File: src/rtl/bm_buf_reader.sv
// bm_buf_reader: read side of the block-matching BRAM ping-pong buffers.
// Watches the writer's frame counter. When a buffer set completes, it reads that
// buffer's three thirds in raster order through a credit-limited BRAM pipeline.
// The words are streamed out of a small show-ahead FIFO with a valid/ready handshake.
module bm_buf_reader #(
    parameter int unsigned third_cols     = 240,
    parameter int unsigned third_rows     = 480,
    parameter int unsigned num_pix        = 16,
    parameter int unsigned rd_latency     = 2,
    parameter int unsigned out_fifo_depth = 4
) (
    input  logic        clk,
    input  logic        reset,
    input  logic [3:0]  image_number,
    output logic        bm_idle,
    output logic        bm_working_buf,
    output logic        rd_en,
    output logic [18:0] rd_addr,
    input  logic [15:0] rd_data,
    output logic [15:0] pix_out,
    output logic [1:0]  pix_out_third,
    output logic        pix_out_sof,
    output logic        pix_out_eof,
    output logic        pix_out_valid,
    input  logic        pix_out_ready,
    output logic        overrun
);

    localparam int unsigned WR_COLS = third_cols / num_pix;
    localparam int unsigned WR_ROWS = third_rows;
    localparam int unsigned COL_W   = (WR_COLS > 1) ? $clog2(WR_COLS) : 1;
    localparam int unsigned ROW_W   = (WR_ROWS > 1) ? $clog2(WR_ROWS) : 1;
    localparam int unsigned CNT_W   = $clog2(out_fifo_depth + 1);
    localparam int unsigned PTR_W   = (out_fifo_depth > 1) ? $clog2(out_fifo_depth) : 1;

    localparam logic [COL_W-1:0] COL_LAST  = COL_W'(WR_COLS - 1);
    localparam logic [ROW_W-1:0] ROW_LAST  = ROW_W'(WR_ROWS - 1);
    localparam logic [CNT_W:0]   CREDIT    = (CNT_W + 1)'(out_fifo_depth);
    localparam logic [CNT_W-1:0] FIFO_FULL = CNT_W'(out_fifo_depth);
    localparam logic [PTR_W-1:0] PTR_LAST  = PTR_W'(out_fifo_depth - 1);

    typedef enum logic [1:0] {
        ST_IDLE,
        ST_READ,
        ST_DRAIN
    } state_t;

    state_t             state_q;
    logic               idle_q;
    logic               rd_buf_q;
    logic               overrun_q;
    logic [3:0]         seen_q;
    logic [3:0]         img_delta;

    logic [1:0]         third_q;
    logic [ROW_W-1:0]   row_q;
    logic [COL_W-1:0]   col_q;
    logic [15:0]        waddr_q;
    logic               col_last;
    logic               row_last;
    logic               sof_tag;
    logic               eof_tag;

    logic [CNT_W:0]     credit_used;
    logic               issue;
    logic               push;
    logic               pop;
    logic [CNT_W-1:0]   in_flight_q;
    logic [CNT_W-1:0]   in_flight_d;
    logic [CNT_W-1:0]   fifo_cnt_q;
    logic [CNT_W-1:0]   fifo_cnt_d;

    logic [rd_latency-1:0]      vpipe_q;
    logic [rd_latency-1:0][3:0] tpipe_q;

    logic [19:0]        mem_q [out_fifo_depth];
    logic [PTR_W-1:0]   wr_ptr_q;
    logic [PTR_W-1:0]   rd_ptr_q;

    function automatic logic [PTR_W-1:0] ptr_next(input logic [PTR_W-1:0] p);
        return (p == PTR_LAST) ? '0 : p + PTR_W'(1);
    endfunction

    // Read issue, credit accounting and next-count arithmetic.
    always_comb begin
        img_delta   = image_number - seen_q;
        col_last    = (col_q == COL_LAST);
        row_last    = (row_q == ROW_LAST);
        sof_tag     = (waddr_q == '0);
        eof_tag     = col_last && row_last;
        credit_used = {1'b0, in_flight_q} + {1'b0, fifo_cnt_q};
        issue       = (state_q == ST_READ) && (credit_used < CREDIT);
        push        = vpipe_q[rd_latency-1];
        pop         = (fifo_cnt_q != '0) && pix_out_ready;

        in_flight_d = in_flight_q;
        if (issue && !push) begin
            in_flight_d = in_flight_q + CNT_W'(1);
        end else if (!issue && push) begin
            in_flight_d = in_flight_q - CNT_W'(1);
        end

        fifo_cnt_d = fifo_cnt_q;
        if (push && !pop) begin
            fifo_cnt_d = fifo_cnt_q + CNT_W'(1);
        end else if (!push && pop) begin
            fifo_cnt_d = fifo_cnt_q - CNT_W'(1);
        end
    end

    // Frame detection, raster address walk and drain handshake.
    always_ff @(posedge clk or posedge reset) begin
        if (reset) begin
            state_q   <= ST_IDLE;
            idle_q    <= 1'b1;
            rd_buf_q  <= 1'b0;
            overrun_q <= 1'b0;
            seen_q    <= '0;
            third_q   <= '0;
            row_q     <= '0;
            col_q     <= '0;
            waddr_q   <= '0;
        end else begin
            case (state_q)
                ST_IDLE: begin
                    if (img_delta != '0) begin
                        rd_buf_q <= ~image_number[0];
                        idle_q   <= 1'b0;
                        state_q  <= ST_READ;
                        if (img_delta > 4'd1) begin
                            overrun_q <= 1'b1;
                            seen_q    <= image_number;
                        end else begin
                            seen_q <= seen_q + 4'd1;
                        end
                    end
                end
                ST_READ: begin
                    if (issue) begin
                        if (col_last) begin
                            col_q <= '0;
                            if (row_last) begin
                                row_q   <= '0;
                                waddr_q <= '0;
                                if (third_q == 2'd2) begin
                                    third_q <= '0;
                                    state_q <= ST_DRAIN;
                                end else begin
                                    third_q <= third_q + 2'd1;
                                end
                            end else begin
                                row_q   <= row_q + ROW_W'(1);
                                waddr_q <= waddr_q + 16'd1;
                            end
                        end else begin
                            col_q   <= col_q + COL_W'(1);
                            waddr_q <= waddr_q + 16'd1;
                        end
                    end
                end
                ST_DRAIN: begin
                    // Looks at next-cycle counts so idle rises the cycle after the final transfer.
                    if ((in_flight_d == '0) && (fifo_cnt_d == '0)) begin
                        idle_q  <= 1'b1;
                        state_q <= ST_IDLE;
                    end
                end
                default: state_q <= ST_IDLE;
            endcase
        end
    end

    // Delay line carrying read strobes and their tags to line up with rd_data.
    always_ff @(posedge clk or posedge reset) begin
        if (reset) begin
            vpipe_q     <= '0;
            tpipe_q     <= '0;
            in_flight_q <= '0;
        end else begin
            vpipe_q[0] <= issue;
            tpipe_q[0] <= {third_q, sof_tag, eof_tag};
            for (int unsigned i = 1; i < rd_latency; i++) begin
                vpipe_q[i] <= vpipe_q[i-1];
                tpipe_q[i] <= tpipe_q[i-1];
            end
            in_flight_q <= in_flight_d;
        end
    end

    // Show-ahead output FIFO holding {third, sof, eof, data}.
    always_ff @(posedge clk or posedge reset) begin
        if (reset) begin
            for (int unsigned i = 0; i < out_fifo_depth; i++) begin
                mem_q[i] <= '0;
            end
            wr_ptr_q   <= '0;
            rd_ptr_q   <= '0;
            fifo_cnt_q <= '0;
        end else begin
            if (push) begin
                mem_q[wr_ptr_q] <= {tpipe_q[rd_latency-1], rd_data};
                wr_ptr_q        <= ptr_next(wr_ptr_q);
            end
            if (pop) begin
                rd_ptr_q <= ptr_next(rd_ptr_q);
            end
            fifo_cnt_q <= fifo_cnt_d;
        end
    end

    // The credit rule must never let a push land on a full FIFO.
    assert property (@(posedge clk) disable iff (reset) !(push && !pop && (fifo_cnt_q == FIFO_FULL)));

    assign bm_idle        = idle_q;
    assign bm_working_buf = rd_buf_q;
    assign overrun        = overrun_q;
    assign rd_en          = issue;
    assign rd_addr        = {rd_buf_q, third_q, waddr_q};
    assign pix_out_valid  = (fifo_cnt_q != '0);
    assign pix_out        = mem_q[rd_ptr_q][15:0];
    assign pix_out_eof    = mem_q[rd_ptr_q][16];
    assign pix_out_sof    = mem_q[rd_ptr_q][17];
    assign pix_out_third  = mem_q[rd_ptr_q][19:18];

endmodule

File: config.mk
export PLATFORM = sky130hd
export DESIGN_NAME = bm_buf_reader
export DESIGN_NICKNAME = d
export VERILOG_FILES = /design/src/rtl/bm_buf_reader.sv
export SDC_FILE = /design/constraint.sdc
export NUM_CORES = 1
export LEC_CHECK = 0
export BUFFER_PORTS_ARGS = -buffer_cell sky130_fd_sc_hd__buf_2
export CAP_MARGIN = 20
export CORE_MARGIN = 8
export CORE_UTILIZATION = 58
export DETAILED_ROUTE_END_ITERATION = 12
export GPL_ROUTABILITY_DRIVEN = 0
export PLACE_DENSITY = 0.82
export SLEW_MARGIN = 25
export SYNTH_ARGS = -nofsm -noshare
export SYNTH_HDL_FRONTEND = slang
export SYNTH_SLANG_ARGS = --single-unit
File: constraint.sdc
create_clock -name clk -period 5.5 [get_ports clk]
set_input_delay 0.55 -clock clk [delete_from_list [all_inputs] [get_ports clk]]
set_output_delay 0.55 -clock clk [all_outputs]
set_load 0.03 [all_outputs]
**Yosys cells after proc, flatten, opt, wreduce, memory -nomap -nowiden**

Index checks and enable logic that the tools add are counted.

- Word-level logic and storage cells: 108
- Bits in registers: 140

- Order comparisons: 5
- Add/sub/neg operators: 13
- Bitwise gates (word level): 3
- Multiplexer cells: 28
- Reductions and logical operators: 26
- Equality and inequality tests: 13

Operator list:

| kind | count |
|---|---|
| 80-bit bitwise mux | 1 |
| 20-bit two-way mux | 3 |
| 20-bit binary-select mux with 2-bit select | 1 |
| 20-bit demux with 2-bit select | 1 |
| 16-bit two-way mux | 2 |
| 2-bit two-way mux | 9 |
| 16-bit by 1-bit adder with 16-bit output, second input constant | 1 |
| 16-bit logical NOT | 1 |
| 3-bit two-way mux | 4 |
| 2-bit inequality test, second input constant | 5 |
| 9-bit by 1-bit adder with 9-bit output, second input constant | 1 |
| 9-bit == test, second input constant | 1 |
| 1-bit logical AND | 9 |
| 9-bit two-way mux | 1 |
| 3-bit AND reduction | 3 |
| 4-bit by 1-bit adder with 4-bit output, second input constant | 2 |
| 2-bit == test, second input constant | 4 |
| 4-bit two-way mux | 2 |
| 2-bit by 1-bit adder with 2-bit output, second input constant | 3 |
| 3-bit by 1-bit adder with 3-bit output, second input constant | 2 |
| 3-bit >= comparator, second input constant | 2 |
| 3-bit logical NOT | 2 |
| 2-bit inverter with 3-bit output | 2 |
| 2-bit one-hot mux with 3 select lines | 1 |
| other kinds (20) | 25 |

**Longest topological paths before layout**

- Depth in word-level cells: 11
- Gate-level depth with buffers: 9

**Worst setup path before layout**

Ideal clock, no wire load.

- Path kind: input -> register
- From: input port image_number[0]
- To: register rd_buf_q, in the netlist bm_working_buf
- Setup time: 0.125 ns
- Stages: 8
- Required time: 5.375 ns
- Path slack: 3.118 ns
- Path buffers: 0
- Arrival: 2.258 ns
- Path through: inv_1 ha_1 fa_1 xor2_1 nand2_1 a21oi_2 a21oi_1 mux2_2

- Word-level cells in the longest chain between the ends: 3
- Elaborated cells between the ends (all ways): 4
- Those cells by class: 1 x add/sub; 1 x bitwise; 2 x reduce/logical

Ends and longest elaborated chain:

| element | RTL line | text |
|---|---|---|
| start, declared | 14 | `input logic [3:0] image_number,` |
| 4-bit subtractor | 86 | `img_delta = image_number - seen_q;` |
| 4-bit nonzero test | 126 | `if (img_delta != '0) begin` |
| 2-bit AND reduction (no source line) | -- |  |
| end signal, assigned | 127 | `rd_buf_q <= ~image_number[0];` |
| end, declared | 50 | `logic rd_buf_q;` |

Parallel ways exist; a longest one is shown, timed or not.
A chain may end at the register's enable or synchronous reset.

**Final worst setup path**

- From: register fifo_cnt_q[2]
- To: output port rd_en

- Word-level cells in the longest chain between the ends: 3

Ends and longest elaborated chain:

| element | RTL line | text |
|---|---|---|
| start, declared | 70 | `logic [CNT_W-1:0] fifo_cnt_q;` |
| start signal, assigned | 207 | `fifo_cnt_q <= fifo_cnt_d;` |
| 3-bit by 3-bit adder with 4-bit output | 91 | `credit_used = {1'b0, in_flight_q} + {1'b0, fifo_cnt_q};` |
| 4-bit by 3-bit < comparator with 1-bit output | 92 | `issue = (state_q == ST_READ) && (credit_used < CREDIT);` |
| 1-bit logical AND | 92 |  |
| end, declared | 17 | `output logic rd_en,` |

Every way passes these cells.

==> reports/results.txt <==
Total Wirelength -> 13.0 mm
Worst vdd ir -> 0.381 mV
Synth unique cells -> 54
TritonCTS Buffers -> 17
Share of cells above drive strength 1 -> 0.362
Yosys warning count -> 0
R2R Path Start -> fifo_cnt_q[2]$_DFF_PP0_
Largest net degree at the start of global routing -> 75
Post-Syn Instances -> 510
Top post-synthesis cells by area -> dfrtp_1, mux2_2, mux4_2, ha_1, xor2_1
Top_reg_cell synth -> dfrtp_1
Placed Cells incl. Taps -> 701
Placed Area -> 7030 µm²
Reg2Reg Setup Slack -> 2.87 ns
HP Class -> primary input to asynchronous set/reset pin
Yosys reg bits -> 140
Sw Ratio -> 0.355
Final Hold Violating Endpoints -> 0
Core Region -> 11200 µm²
Postcts setup bufs -> 0
Biggest area consumer among synthesized cells -> dfrtp_1
CTS resizes -> 0
Area of the mapped netlist -> 6580 µm²
Register share of total power -> 0.371
Status -> complete, no violations
Tot GR Track Use -> 0.190
DR WL/cell -> 17.7 µm
Clock Pin Slew Worst Setup and Hold Paths -> 0.06 ns
Sequential area share after synthesis -> 0.533
Tcrit/Tclk final -> 0.544
Fin cells -> 732
DR iter-0 viols -> 214
Synth top area share -> 0.529
Pwr/cell area -> 592 nW/µm²
Pint -> 2.92 mW
Crit. End Element -> output pin
Clock power share -> 0.259
Grt ovf -> 0
Crit path DAT -> 2.44 ns
Post-Syn Nets -> 553
Antenna-violating nets left -> 0
Residual DRC -> 0
CTS root buffer -> clkbuf_16
Combinational Power Share -> 0.370
Vias/cell -> 5.77
Slew @ Worst Pin -> 1.03 ns
CP required -> 4.95 ns
Clock tree from TritonCTS -> yes
Initial Util -> 0.586
Final Skew -> 0.00631 ns
Peak Freq -> 0.334 GHz
Pleak -> 3.51 nW
Initial antenna violation count -> 0
Fraction of registers with async set/reset -> 1.00
Syn_area_per_cell -> 12.9 µm²
Vias after detailed routing -> 4222
Area grow syn2layout -> 16.2%
Maxcap violations -> 0
Setup tns final -> 0 ns
Die span in x -> 122 µm
Worst-Skew Late Latency -> 0.42 ns
Post-synth EDFFs -> 0
Clk sinks -> 140
Tmin final -> 2.99 ns
Die extent in y -> 122 µm
Commonest non-fill, non-tap cells in the layout -> dfrtp_1, mux2_2, buf_2
Boundary Pins -> 67
Commonest non-fill, non-tap cell in the layout -> dfrtp_1
Clock tree buffer depth -> 2
Fin. max-slew vios -> 0
HPWL Detailed -> 8.70 mm
Final net count -> 620
Worst setup path category -> flip-flop to output pin
DRT Pass-1 Iters -> 4
Net switching power figure -> 1.60 mW
Vias in the first global route -> 4547
Crit. Startpoint -> fifo_cnt_q[2]$_DFF_PP0_
RSZ-0062 raised after global routing -> false
Relative slew slack -> 0.313
Final setup viols -> 0
Hold_ws -> 0.216 ns
Area of all placed cells without fillers -> 7640 µm²
I/O Buffers -> 66
Final Power -> 4.52 mW
Diode count -> 0
CP Max Fanout -> 15
Cell Rows -> 39
Clock H-tree levels -> 4
CTS Hold Bufs -> 0
Critical path launch point type -> flip-flop
First-pass GRT wire length -> 22.4 mm
Die ar. -> 15000 µm²
[logic make-up after synthesis]
kind of cell | share of synthesized area
mux | 0.220
compound gates | 0.0438
simple gates | 0.101
xor+xnor | 0.0333
buf+inv | 0.0266
flops | 0.533
fa+ha+maj | 0.0422
[cells in the mapped netlist (2+ instances only)]
master,n
nand2b_1,6
maj3_1,2
nor2_1,25
buf_2,2
o21ai_0,20
o31ai_1,2
or2_2,3
o21bai_1,2
nand3_1,19
inv_1,24
and2_1,2
xnor2_1,10
nand2_1,28
nand3b_1,2
and3_1,5
xor2_1,15
ha_1,19
a31oi_1,2
mux2_2,83
a311oi_1,2
mux2i_1,6
nor3_1,4
a21oi_1,6
clkbuf_1,15
nor2b_1,3
and4_1,2
nand4b_1,2
mux4_2,20
buf_1,3
or3_1,5
nand4_1,5
dfrtp_1,139
a21o_1,3
nor4_1,4
[worst max-delay path: stages, from the launching register on]
cell and delay, ns:
dfrtp_1 0.41, ha_1 0.31, nor3_1 0.30, nand3_1 0.28, inv_1 0.42, buf_2 0.30
[routing by layer]
layer	global-route usage	vias up	share of wire	wire [µm]
li1	-	1956	-	-
met1	0.226	2160	0.42	5410
met2	0.321	86	0.52	6700
met3	0.0538	20	0.050	650
met4	0.0777	0	0.017	218
met5	0	-	0	0
[final cells by class]
cell class | instances | area, µm²
tap | 143 | 179
fill | 798 | 3580
clock inverter | 10 | 139
multi-input combinational | 325 | 2900
sequential | 140 | 3500
inverter | 24 | 95.1
clock buffer | 21 | 470
timing repair buffer | 69 | 353
[power groups by stage]
stage | sequential (mW) | combinational, mW | clock (mW)
after floorplan | 1.60 | 1.34 | 0
after global placement | 1.65 | 1.62 | 0
after detailed placement | 1.69 | 1.69 | 0
after CTS | 1.68 | 1.70 | 1.19
after global routing | 1.74 | 1.83 | 1.23
final | 1.68 | 1.67 | 1.17
[worst paths after layout]
check,endpoint,depth (start not counted)
max in group asynchronous,mem_q[23]$_DFFE_PP0P_,3
hold reg to reg,tpipe_q[5]$_DFF_PP0_,0
hold / removal,mem_q[54]$_DFFE_PP0P_,2
min in group clk,tpipe_q[5]$_DFF_PP0_,0
setup / recovery,rd_en,5
setup reg to reg,bm_idle$_DFFE_PP1P_,8
[flip-flops by register name (all words and copies together), names as in the netlist]
register / count
bm_idle: 1
bm_working_buf: 1
col_q: 4
fifo_cnt_q: 3
in_flight_q: 3
mem_q: 80
overrun: 1
rd_ptr_q: 2
row_q: 9
seen_q: 4
state_q: 2
third_q: 2
tpipe_q: 8
vpipe_q: 2
waddr_q: 16
wr_ptr_q: 2
[through the flow]
| stage | setup WS (ns) | utilization |
|---|---|---|
| 2_1_floorplan | 1.20 | - |
| 3_3_place_gp | 2.87 | 0.627 |
| 3_5_place_dp | 2.81 | 0.627 |
| 4_1_cts | 2.50 | 0.681 |
| 5_1_grt | 2.39 | 0.681 |
| 6_report | 2.51 | 0.681 |
No activity file was read; power rests on OpenSTA's default activity.
